## src/rtl/sha1_mm_pkg.sv

```systemverilog
// Shared definitions for the SHA-1 Avalon-MM initiator.
//   - Register map of the SHA-1 slave (control/status, message, digest)
//   - Control/status bit positions
//   - FSM state encoding
package sha1_mm_pkg;

  localparam logic [4:0] CTRL_ADDR   = 5'd0;
  localparam logic [4:0] MSG_BASE    = 5'd1;
  localparam logic [4:0] DIGEST_BASE = 5'd17;

  localparam int unsigned START_BIT = 0;
  localparam int unsigned DONE_BIT  = 1;

  localparam int unsigned MSG_WORDS    = 16;
  localparam int unsigned DIGEST_WORDS = 5;

  typedef enum logic [2:0] {
    ST_IDLE,
    ST_WR_MSG,
    ST_WR_START,
    ST_POLL_WAIT,
    ST_POLL_RD,
    ST_RD_DIG,
    ST_RESP,
    ST_ABORT
  } state_t;

endpackage

```

## src/rtl/sha1_mm_initiator.sv

```systemverilog
// Avalon-MM initiator driving the SHA-1 register-file slave.
// Accepts one pre-padded 512-bit block, writes it to addresses 1..16,
// writes START, polls DONE at address 0, reads the digest from 17..21
// and returns it on a valid/ready response port.
//
// Ports:
//   clk, reset_n                     clock, async active-low reset
//   req_valid/req_ready/req_block    request (512-bit block)
//   rsp_valid/rsp_ready/rsp_digest   response (160-bit digest)
//   rsp_error                        watchdog expiry, qualified by rsp_valid
//   busy                             FSM not idle
//   avm_*                            Avalon-MM master, zero-latency reads
//
// Optional feature: define SHA1_MM_TIMEOUT_EN to enable the poll watchdog
// (TIMEOUT_CYCLES). Without it polling never gives up and rsp_error is 0.
module sha1_mm_initiator
  import sha1_mm_pkg::*;
#(
  parameter int unsigned POLL_GAP       = 4,
  parameter int unsigned TIMEOUT_CYCLES = 4096
) (
  input  logic         clk,
  input  logic         reset_n,
  input  logic         req_valid,
  output logic         req_ready,
  input  logic [511:0] req_block,
  output logic         rsp_valid,
  input  logic         rsp_ready,
  output logic [159:0] rsp_digest,
  output logic         rsp_error,
  output logic         busy,
  output logic [4:0]   avm_address,
  output logic         avm_write,
  output logic         avm_read,
  output logic [31:0]  avm_writedata,
  input  logic [31:0]  avm_readdata
);

  state_t         r_state;
  state_t         w_next;
  logic           r_live;
  logic [511:0]   r_block;
  logic [3:0]     r_word;
  logic [31:0]    r_gap;
  logic [159:0]   r_digest;
  logic           w_hs;
  logic           w_timeout;
  logic [31:0]    w_msg_word;

  // r_live keeps req_ready low while reset is held and releases it on
  // the first clock edge afterwards.
  assign w_hs       = (r_state == ST_IDLE) && req_valid && r_live;
  assign w_msg_word = r_block[32*(MSG_WORDS-1-32'(r_word)) +: 32];
  assign rsp_digest = r_digest;

  always_ff @(posedge clk or negedge reset_n) begin
    if (!reset_n) r_state <= ST_IDLE;
    else          r_state <= w_next;
  end

  always_comb begin
    w_next = r_state;
    case (r_state)
      ST_IDLE:      if (w_hs) w_next = ST_WR_MSG;
      ST_WR_MSG:    if (r_word == 4'd15) w_next = ST_WR_START;
      ST_WR_START:  w_next = (POLL_GAP == 0) ? ST_POLL_RD : ST_POLL_WAIT;
      ST_POLL_WAIT: begin
        if (w_timeout)                 w_next = ST_ABORT;
        else if (r_gap == POLL_GAP-1)  w_next = ST_POLL_RD;
      end
      ST_POLL_RD: begin
        // DONE wins over a watchdog expiry in the same cycle
        if (avm_readdata[DONE_BIT]) w_next = ST_RD_DIG;
        else if (w_timeout)         w_next = ST_ABORT;
        else                        w_next = (POLL_GAP == 0) ? ST_POLL_RD : ST_POLL_WAIT;
      end
      ST_RD_DIG:    if (r_word == 4'd4) w_next = ST_RESP;
      ST_RESP:      if (rsp_ready) w_next = ST_IDLE;
      ST_ABORT:     w_next = ST_RESP;
      default:      w_next = ST_IDLE;
    endcase
  end

  always_comb begin
    req_ready     = 1'b0;
    rsp_valid     = 1'b0;
    busy          = (r_state != ST_IDLE);
    avm_address   = '0;
    avm_write     = 1'b0;
    avm_read      = 1'b0;
    avm_writedata = '0;
    case (r_state)
      ST_IDLE:     req_ready = r_live;
      ST_WR_MSG: begin
        avm_write     = 1'b1;
        avm_address   = MSG_BASE + 5'(r_word);
        avm_writedata = w_msg_word;
      end
      ST_WR_START: begin
        avm_write     = 1'b1;
        avm_address   = CTRL_ADDR;
        avm_writedata = 32'(1) << START_BIT;
      end
      ST_POLL_RD: begin
        avm_read    = 1'b1;
        avm_address = CTRL_ADDR;
      end
      ST_RD_DIG: begin
        avm_read    = 1'b1;
        avm_address = DIGEST_BASE + 5'(r_word);
      end
      ST_RESP:     rsp_valid = 1'b1;
      ST_ABORT: begin
        avm_write     = 1'b1;
        avm_address   = CTRL_ADDR;
        avm_writedata = '0;
      end
      default: ;
    endcase
  end

  // r_word runs 0..15 through the message writes and wraps to 0, so it
  // arrives at the digest reads already cleared.
  always_ff @(posedge clk or negedge reset_n) begin
    if (!reset_n) begin
      r_live   <= 1'b0;
      r_block  <= '0;
      r_word   <= '0;
      r_gap    <= '0;
      r_digest <= '0;
    end else begin
      r_live <= 1'b1;
      case (r_state)
        ST_IDLE: if (w_hs) begin
          r_block  <= req_block;
          r_digest <= '0;
          r_word   <= '0;
        end
        ST_WR_MSG:    r_word <= r_word + 4'd1;
        ST_WR_START:  r_gap  <= '0;
        ST_POLL_WAIT: r_gap  <= r_gap + 32'd1;
        ST_POLL_RD: begin
          r_gap  <= '0;
          r_word <= '0;
        end
        ST_RD_DIG: begin
          r_digest[32*(DIGEST_WORDS-1-32'(r_word)) +: 32] <= avm_readdata;
          r_word <= r_word + 4'd1;
        end
        default: ;
      endcase
    end
  end

`ifdef SHA1_MM_TIMEOUT_EN
  logic [31:0] r_wdog;
  logic        r_error;

  assign w_timeout = ((r_state == ST_POLL_WAIT) || (r_state == ST_POLL_RD)) &&
                     (r_wdog == TIMEOUT_CYCLES - 1);
  assign rsp_error = r_error;

  always_ff @(posedge clk or negedge reset_n) begin
    if (!reset_n) begin
      r_wdog  <= '0;
      r_error <= 1'b0;
    end else begin
      if (w_hs) r_error <= 1'b0;
      if (r_state == ST_ABORT) r_error <= 1'b1;
      if (r_state == ST_WR_START)
        r_wdog <= '0;
      else if ((r_state == ST_POLL_WAIT) || (r_state == ST_POLL_RD))
        r_wdog <= r_wdog + 32'd1;
    end
  end
`else
  logic w_unused_tmo;
  assign w_unused_tmo = ^TIMEOUT_CYCLES;
  assign w_timeout    = 1'b0;
  assign rsp_error    = 1'b0;
`endif

endmodule

```

## config.mk

```make
export PLATFORM = sky130hd
export DESIGN_NAME = sha1_mm_initiator
export DESIGN_NICKNAME = d
export VERILOG_FILES = /design/src/rtl/sha1_mm_pkg.sv /design/src/rtl/sha1_mm_initiator.sv
export SDC_FILE = /design/constraint.sdc
export NUM_CORES = 1
export LEC_CHECK = 0
export BUFFER_PORTS_ARGS = -buffer_cell sky130_fd_sc_hd__clkbuf_2
export CORE_AREA = 2 2 382 195
export DETAILED_ROUTE_END_ITERATION = 10
export DIE_AREA = 0 0 384 197
export PLACE_DENSITY = 0.68
export SLEW_MARGIN = 40
export SYNTH_ARGS = -nofsm -noshare
export SYNTH_HDL_FRONTEND = slang
export SYNTH_SLANG_ARGS = --single-unit
```

## constraint.sdc

```tcl
create_clock -name clk -period 4.4 [get_ports clk]
set_input_delay 0.22 -clock clk [delete_from_list [all_inputs] [get_ports clk]]
set_output_delay 0.22 -clock clk [all_outputs]
set_load 0.02 [all_outputs]
```

Yosys cells after proc, flatten, opt, wreduce, memory -nomap -nowiden
Cells that the tools add are included.
- add/sub/neg operators: 7
- equality and inequality tests: 15
- shifts and indexed selects: 3
- multiplexer cells: 19
- reductions and logical operators: 15
- operator list (cell ; count):
    512-bit by 33-bit variable part select with 32-bit output ; 1
    160-bit one-hot mux with 2 select lines ; 1
    160-bit bitwise mux ; 1
    160-bit 2-to-1 mux ; 1
    32-bit by 34-bit variable shift with 160-bit output (first input constant) ; 1
    32-bit by 34-bit variable part select with 160-bit output ; 1
    32-bit one-hot mux with 2 select lines ; 2
    32-bit negation with 34-bit output ; 1
    32-bit by 1-bit adder with 32-bit output (second input constant) ; 1
    32-bit by 2-bit equality test with 1-bit output (second input constant) ; 1
    3-bit one-hot mux with 8 select lines ; 1
    3-bit 2-to-1 mux ; 6
    3-bit equality test (second input constant) ; 4
    4-bit one-hot mux with 3 select lines ; 1
    2-bit inequality test (second input constant) ; 5
    5-bit one-hot mux with 2 select lines ; 1
    3-bit by 2-bit equality test with 1-bit output (second input constant) ; 2
    2-bit AND reduction ; 3
    3-bit nonzero test ; 2
    2-bit OR reduction ; 3
    1-bit by 4-bit adder with 5-bit output (first input constant) ; 1
    5-bit by 4-bit adder with 5-bit output (first input constant) ; 1
    5-bit AND reduction ; 1
    3-bit by 4-bit subtractor with 5-bit output (first input constant) ; 1
    11 further kinds ; 16
- flip-flop bits (word level): 712
- input bits: 548
- output and inout port bits: 203
- word-level logic and storage cells: 65

Longest topological paths before layout
- depth after elaboration: 5
- mapped depth: 15
- gate-level depth less buffers: 12

Worst setup path before layout
Ideal clock, no wire load.
- kind: reg2reg
- start: reg r_word[1]
- end: reg r_digest[151], in the netlist rsp_digest[151]
- setup time: 0.135 ns
- data arrival time: 3.643 ns
- data required time: 4.265 ns
- slack: 0.623 ns
- stages on the path, launching flop included: 14
- path buffers: 4
- period minus slack after synthesis: 3.777 ns
- cell sequence: dfrtp_1 -> clkbuf_1 -> clkbuf_1 -> inv_1 -> ha_1 -> clkbuf_1 -> nor3_1 -> o21ai_0 -> ha_1 -> nor4b_2 -> nand4_2 -> a2111oi_4 -> clkbuf_1 -> o21ai_0
- cells in the longest elaborated chain, start to end: 5
- elaborated cells between the ends (all ways): 6
- those cells by class: 2 x add/sub; 2 x shift; 2 x mux
- RTL lines (item ; RTL line ; text):
    start, declared ; sha1_mm_initiator.sv:43 ; logic [3:0] r_word;
    start signal, assigned ; sha1_mm_initiator.sv:139 ; ST_WR_MSG: r_word <= r_word + 4'd1;
    start signal, assigned ; sha1_mm_initiator.sv:148 ; r_word <= r_word + 4'd1;
    3-bit by 4-bit subtractor with 5-bit output (*) ; sha1_mm_initiator.sv:147 ; r_digest[32*(DIGEST_WORDS-1-32'(r_word)) +: 32] <= avm_readdata;
    32-bit negation with 34-bit output (*) ; sha1_mm_initiator.sv:147 ;
    32-bit by 34-bit variable part select with 160-bit output / 32-bit by 34-bit variable shift with 160-bit output (equally long branches) ; sha1_mm_initiator.sv:147 ;
    160-bit bitwise mux (*) ; sha1_mm_initiator.sv:147 ;
    160-bit one-hot mux with 2 select lines (*) ; sha1_mm_initiator.sv:133 ; case (r_state)
    end signal, assigned by index ; sha1_mm_initiator.sv:147 ;
    end, declared ; sha1_mm_initiator.sv:45 ; logic [159:0] r_digest;
Every way passes the cells marked *; elsewhere a longest branch is shown, timed or not.
A chain may end at the register's enable or synchronous reset.

Worst setup path after layout
- start: reg r_word[1]
- end: out avm_writedata[21]
- cells in the longest elaborated chain, start to end: 3
- RTL lines (item ; RTL line ; text):
    4-bit by 4-bit subtractor with 5-bit output ; sha1_mm_initiator.sv:53 ; assign w_msg_word = r_block[32*(MSG_WORDS-1-32'(r_word)) +: 32];
    512-bit by 33-bit variable part select with 32-bit output ; sha1_mm_initiator.sv:53 ;
    32-bit one-hot mux with 2 select lines ; sha1_mm_initiator.sv:92 ; case (r_state)
    end, declared ; sha1_mm_initiator.sv:35 ; output logic [31:0] avm_writedata,
No other way between the ends.

==> impl_metrics.yaml <==
timing:
  slew_headroom_pct: 42.3
  skew_ns: 0.0223
  min_period_over_period_pct: 95.1
  rsz0062_at_grt: "false"
  clock.fmax_mhz: 239
  final_hold_viol_count: 0
  fin_setup_tns_ns: 0
  hold_ws_ns: 0.0590
  fin_crit_ns: 4.18
  setup_viol: 0
  slew_viol_final: 0
  worstMarginPinSlew_ns: 0.863
logic_synthesis:
  yosysSeqAreaShare_pct: 55.3
  synth_fp_nets: 3965
  syn_inst: 3407
  synth-main-ff-cell: "dfrtp_1"
  ys_ff_latch: 712
  synth_top_area_share_pct: 55.3
  syn_avg_cell_area_sq_um: 9.46
  synth.cell_area_sq_um: 32200
  synthTopCellsByArea: "dfrtp_1 (55%), nand2_1 (22%), mux4_2 (11%)"
  netlist-cell-type-count: 56
  yosys-top-cells-count: "nand2_1 (1850), dfrtp_1 (712), mux4_2 (159)"
  yosysTopAreaCell: "dfrtp_1"
  ys_warn_count: 0
  async_flop_share_pct: 100
  synth_edf_count: 0
  synthMostInstantiatedCell: "nand2_1"
pwr:
  ir_worst_vdd_mv: 0.371
  pwr-share-seq_pct: 39.7
  p_sw_share_pct: 36.9
  leakagePower_uw: 0.0230
  internal-power_uw: 16800
  power_frac_clock_pct: 22.9
  p_comb_share_pct: 37.3
  power.density_nw_per_um2: 594
  power_switching_uw: 9820
route:
  drc: 0
  wl_per_cell_um: 20.3
  drtIter0Drc: 2573
  vias: 29800
  drtAntennaViolNets: 0
  wirelength_um: 115000
  drt-vias-per-instance: 5.25
  drt-pass1-iter-count: 6
critical_path:
  crit_slowest_cell: "buf_4"
  arrival_ns: 3.96
  crit_family: "buffers and inverters"
  critPathCaptureType: "output port"
  crit_path_max_fanout: 48
  crit_required_ns: 4.18
  critPathKind: "reg2out"
  crit_path_max_incr_delay_ns: 0.74
  crit_buf_inv: 3
  worstSetupStartpointType: "flip-flop"
  cp_cell_sequence: "buf_4, buf_4, mux4_2, mux4_2, nor2b_1, clkbuf_2"
outcome:
  status: "complete, no violations"
cells_and_area:
  fin_util_pct: 62.0
  multi_input_area_sq_um: 13400
  layoutNonFillerInstCount: 5671
  area.growth.synth_to_final_pct: 39.0
  drive_gt1_share_pct: 23.5
  regArea_sq_um: 17800
  final_nets: 5166
  fill_cells: 5561
floorplan:
  die_height_um: 197
  start_util_pct: 44.6
  dieArea_sq_um: 75600
  core_sq_um: 72300
  die_x_um: 384
  placementRows: 70
  num_io_pins: 751
global_route:
  antenna_found_initial: 41
  grt_pass1_wl_um: 175000
  grt_usage_pct: 30.2
  grt_overflow_total: 0
  grt_pass1_vias: 30300
  grt_max_degree: 134
placed_design:
  hpwl_um: 74800
  portBuffers: 749
  place.gp.congestion: 0.915
  numPlacedInstances: 4965
clocking:
  clk_pin_slew_ns: 0.06
  cts-root-buf: "clkbuf_16"
  cts.sinks: 712
  cts_tree: "done"
  insertion_delay_ns: 0.64
  htreeDepth: 3
  cts_buffer_depth: 3
  cts_buffers: 66
  cts_resized: 0
job:
  drv_cap: 0
worst_hold_path:
  hold_class: "in2async"
[path summary, 6_finish.rpt]
path / to / from / slack, ns / cells past startpoint
min in group clk: r_state[2]$_DFFE_PN0P_ / req_valid / 0.24 / 5
worst min register to register: r_block[288]$_DFFE_PN0P_ / r_block[288]$_DFFE_PN0P_ / 0.47 / 2
worst min-delay path: r_block[439]$_DFFE_PN0P_ / reset_n / 0.06 / 2
max in group asynchronous: r_block[102]$_DFFE_PN0P_ / reset_n / 3.05 / 4
worst max register to register: rsp_digest[96]$_DFFE_PN0P_ / r_word[0]$_DFFE_PN0P_ / 0.33 / 12
worst max-delay path: avm_writedata[21] / r_word[1]$_DFFE_PN0P_ / 0.22 / 6
[power groups by stage]
stage / Clock [uW] / Combinational (uW) / Sequential (uW)
detailed placement: 0 / 9340 / 10500
finish: 6110 / 9930 / 10600
CTS: 6160 / 9790 / 10400
global placement: 0 / 9120 / 10500
floorplan: 0 / 6200 / 10300
global route: 6470 / 10800 / 10800
[worst register-to-register path: stages (launching register included)]
cell and delay (ns):
dfrtp_4 0.57, inv_1 0.11, ha_1 0.34, inv_1 0.11, a21oi_1 0.43, inv_1 0.13
ha_1 0.40, nor4b_2 0.30, nand3_2 0.29, a2111oi_0 0.46, and3_1 0.20, buf_4 0.36
o21ai_0 0.23
[layer usage]
layer | track usage, % | vias up | routed length [um]
li1 | - | 13400 | -
met1 | 42.9 | 14600 | 49800
met2 | 44.8 | 1472 | 51900
met3 | 6.94 | 348 | 8770
met4 | 12.4 | 4 | 4670
met5 | 0 | - | 24
[through the flow]
stage | power (uW) | area (sq um) | setup slack, ns
floorplan | 16500 | 32200 | 0.623
global placement | 19600 | 36900 | 0.547
detailed placement | 19900 | 37000 | 0.339
CTS | 26400 | 44700 | 0.216
global route | 28100 | 44800 | 0.0301
finish | 26600 | 44800 | 0.218
[state kept, by name, indices dropped and copies added, names as in the netlist]
register	count
rsp_digest	160
r_gap	32
r_live	1
r_block	512
r_state	3
r_word	4
[area by class of cell]
class | instances | share of cell area [%]
sequential | 712 | 39.8
multi-input combinational | 2439 | 29.9
timing repair buffer | 1348 | 22.0
clock buffer | 95 | 4.38
tap | 972 | 2.71
clock inverter | 20 | 0.637
inverter | 41 | 0.343
antenna | 44 | 0.246
[layout by cell type, fill, tap and decap left out, types with 6 or more instances in the layout]
| cell | synthesis | routed |
|---|---|---|
| nand2_1 | 1850 | 1849 |
| clkbuf_2 | 1 | 748 |
| dfrtp_1 | 712 | 708 |
| dlygate4sd3_1 | 0 | 546 |
| mux4_2 | 159 | 159 |
| o21ai_0 | 123 | 123 |
| clkbuf_16 | 0 | 67 |
| nor2_1 | 52 | 51 |
| diode_2 | 0 | 44 |
| inv_1 | 41 | 41 |
| nor2b_1 | 35 | 35 |
| mux2i_1 | 33 | 33 |
| buf_4 | 6 | 33 |
| xor2_1 | 20 | 20 |
| o21ai_1 | 21 | 20 |
| clkbuf_8 | 0 | 18 |
| buf_12 | 0 | 16 |
| nand4_1 | 15 | 15 |
| nand3_1 | 13 | 12 |
| xnor2_1 | 12 | 12 |
| ha_1 | 10 | 10 |
| clkbuf_1 | 122 | 10 |
| nor3_1 | 10 | 9 |
| a21o_1 | 8 | 8 |
| nor4_1 | 8 | 8 |
| and3_1 | 7 | 7 |
| a21oi_1 | 6 | 6 |
[what timing repair did]
item | in CTS | in global routing
setup buffers | 0 | 0
hold endpoints to repair | 1124 | 0
hold buffers | 546 | 0
[cell families after synthesis]
group	count (synthesis)	synth area share, %
buffers and inverters	256	3.38
multiplexers	193	12.2
other	2	0.0233
AO/OA/AOI/OAI	172	3.06
XOR/XNOR	33	0.920
adder cells (fa/ha/maj)	10	0.388
AND/OR/NAND/NOR	2029	24.8
flip-flops	712	55.3
No activity file was read; power rests on OpenSTA's default activity.
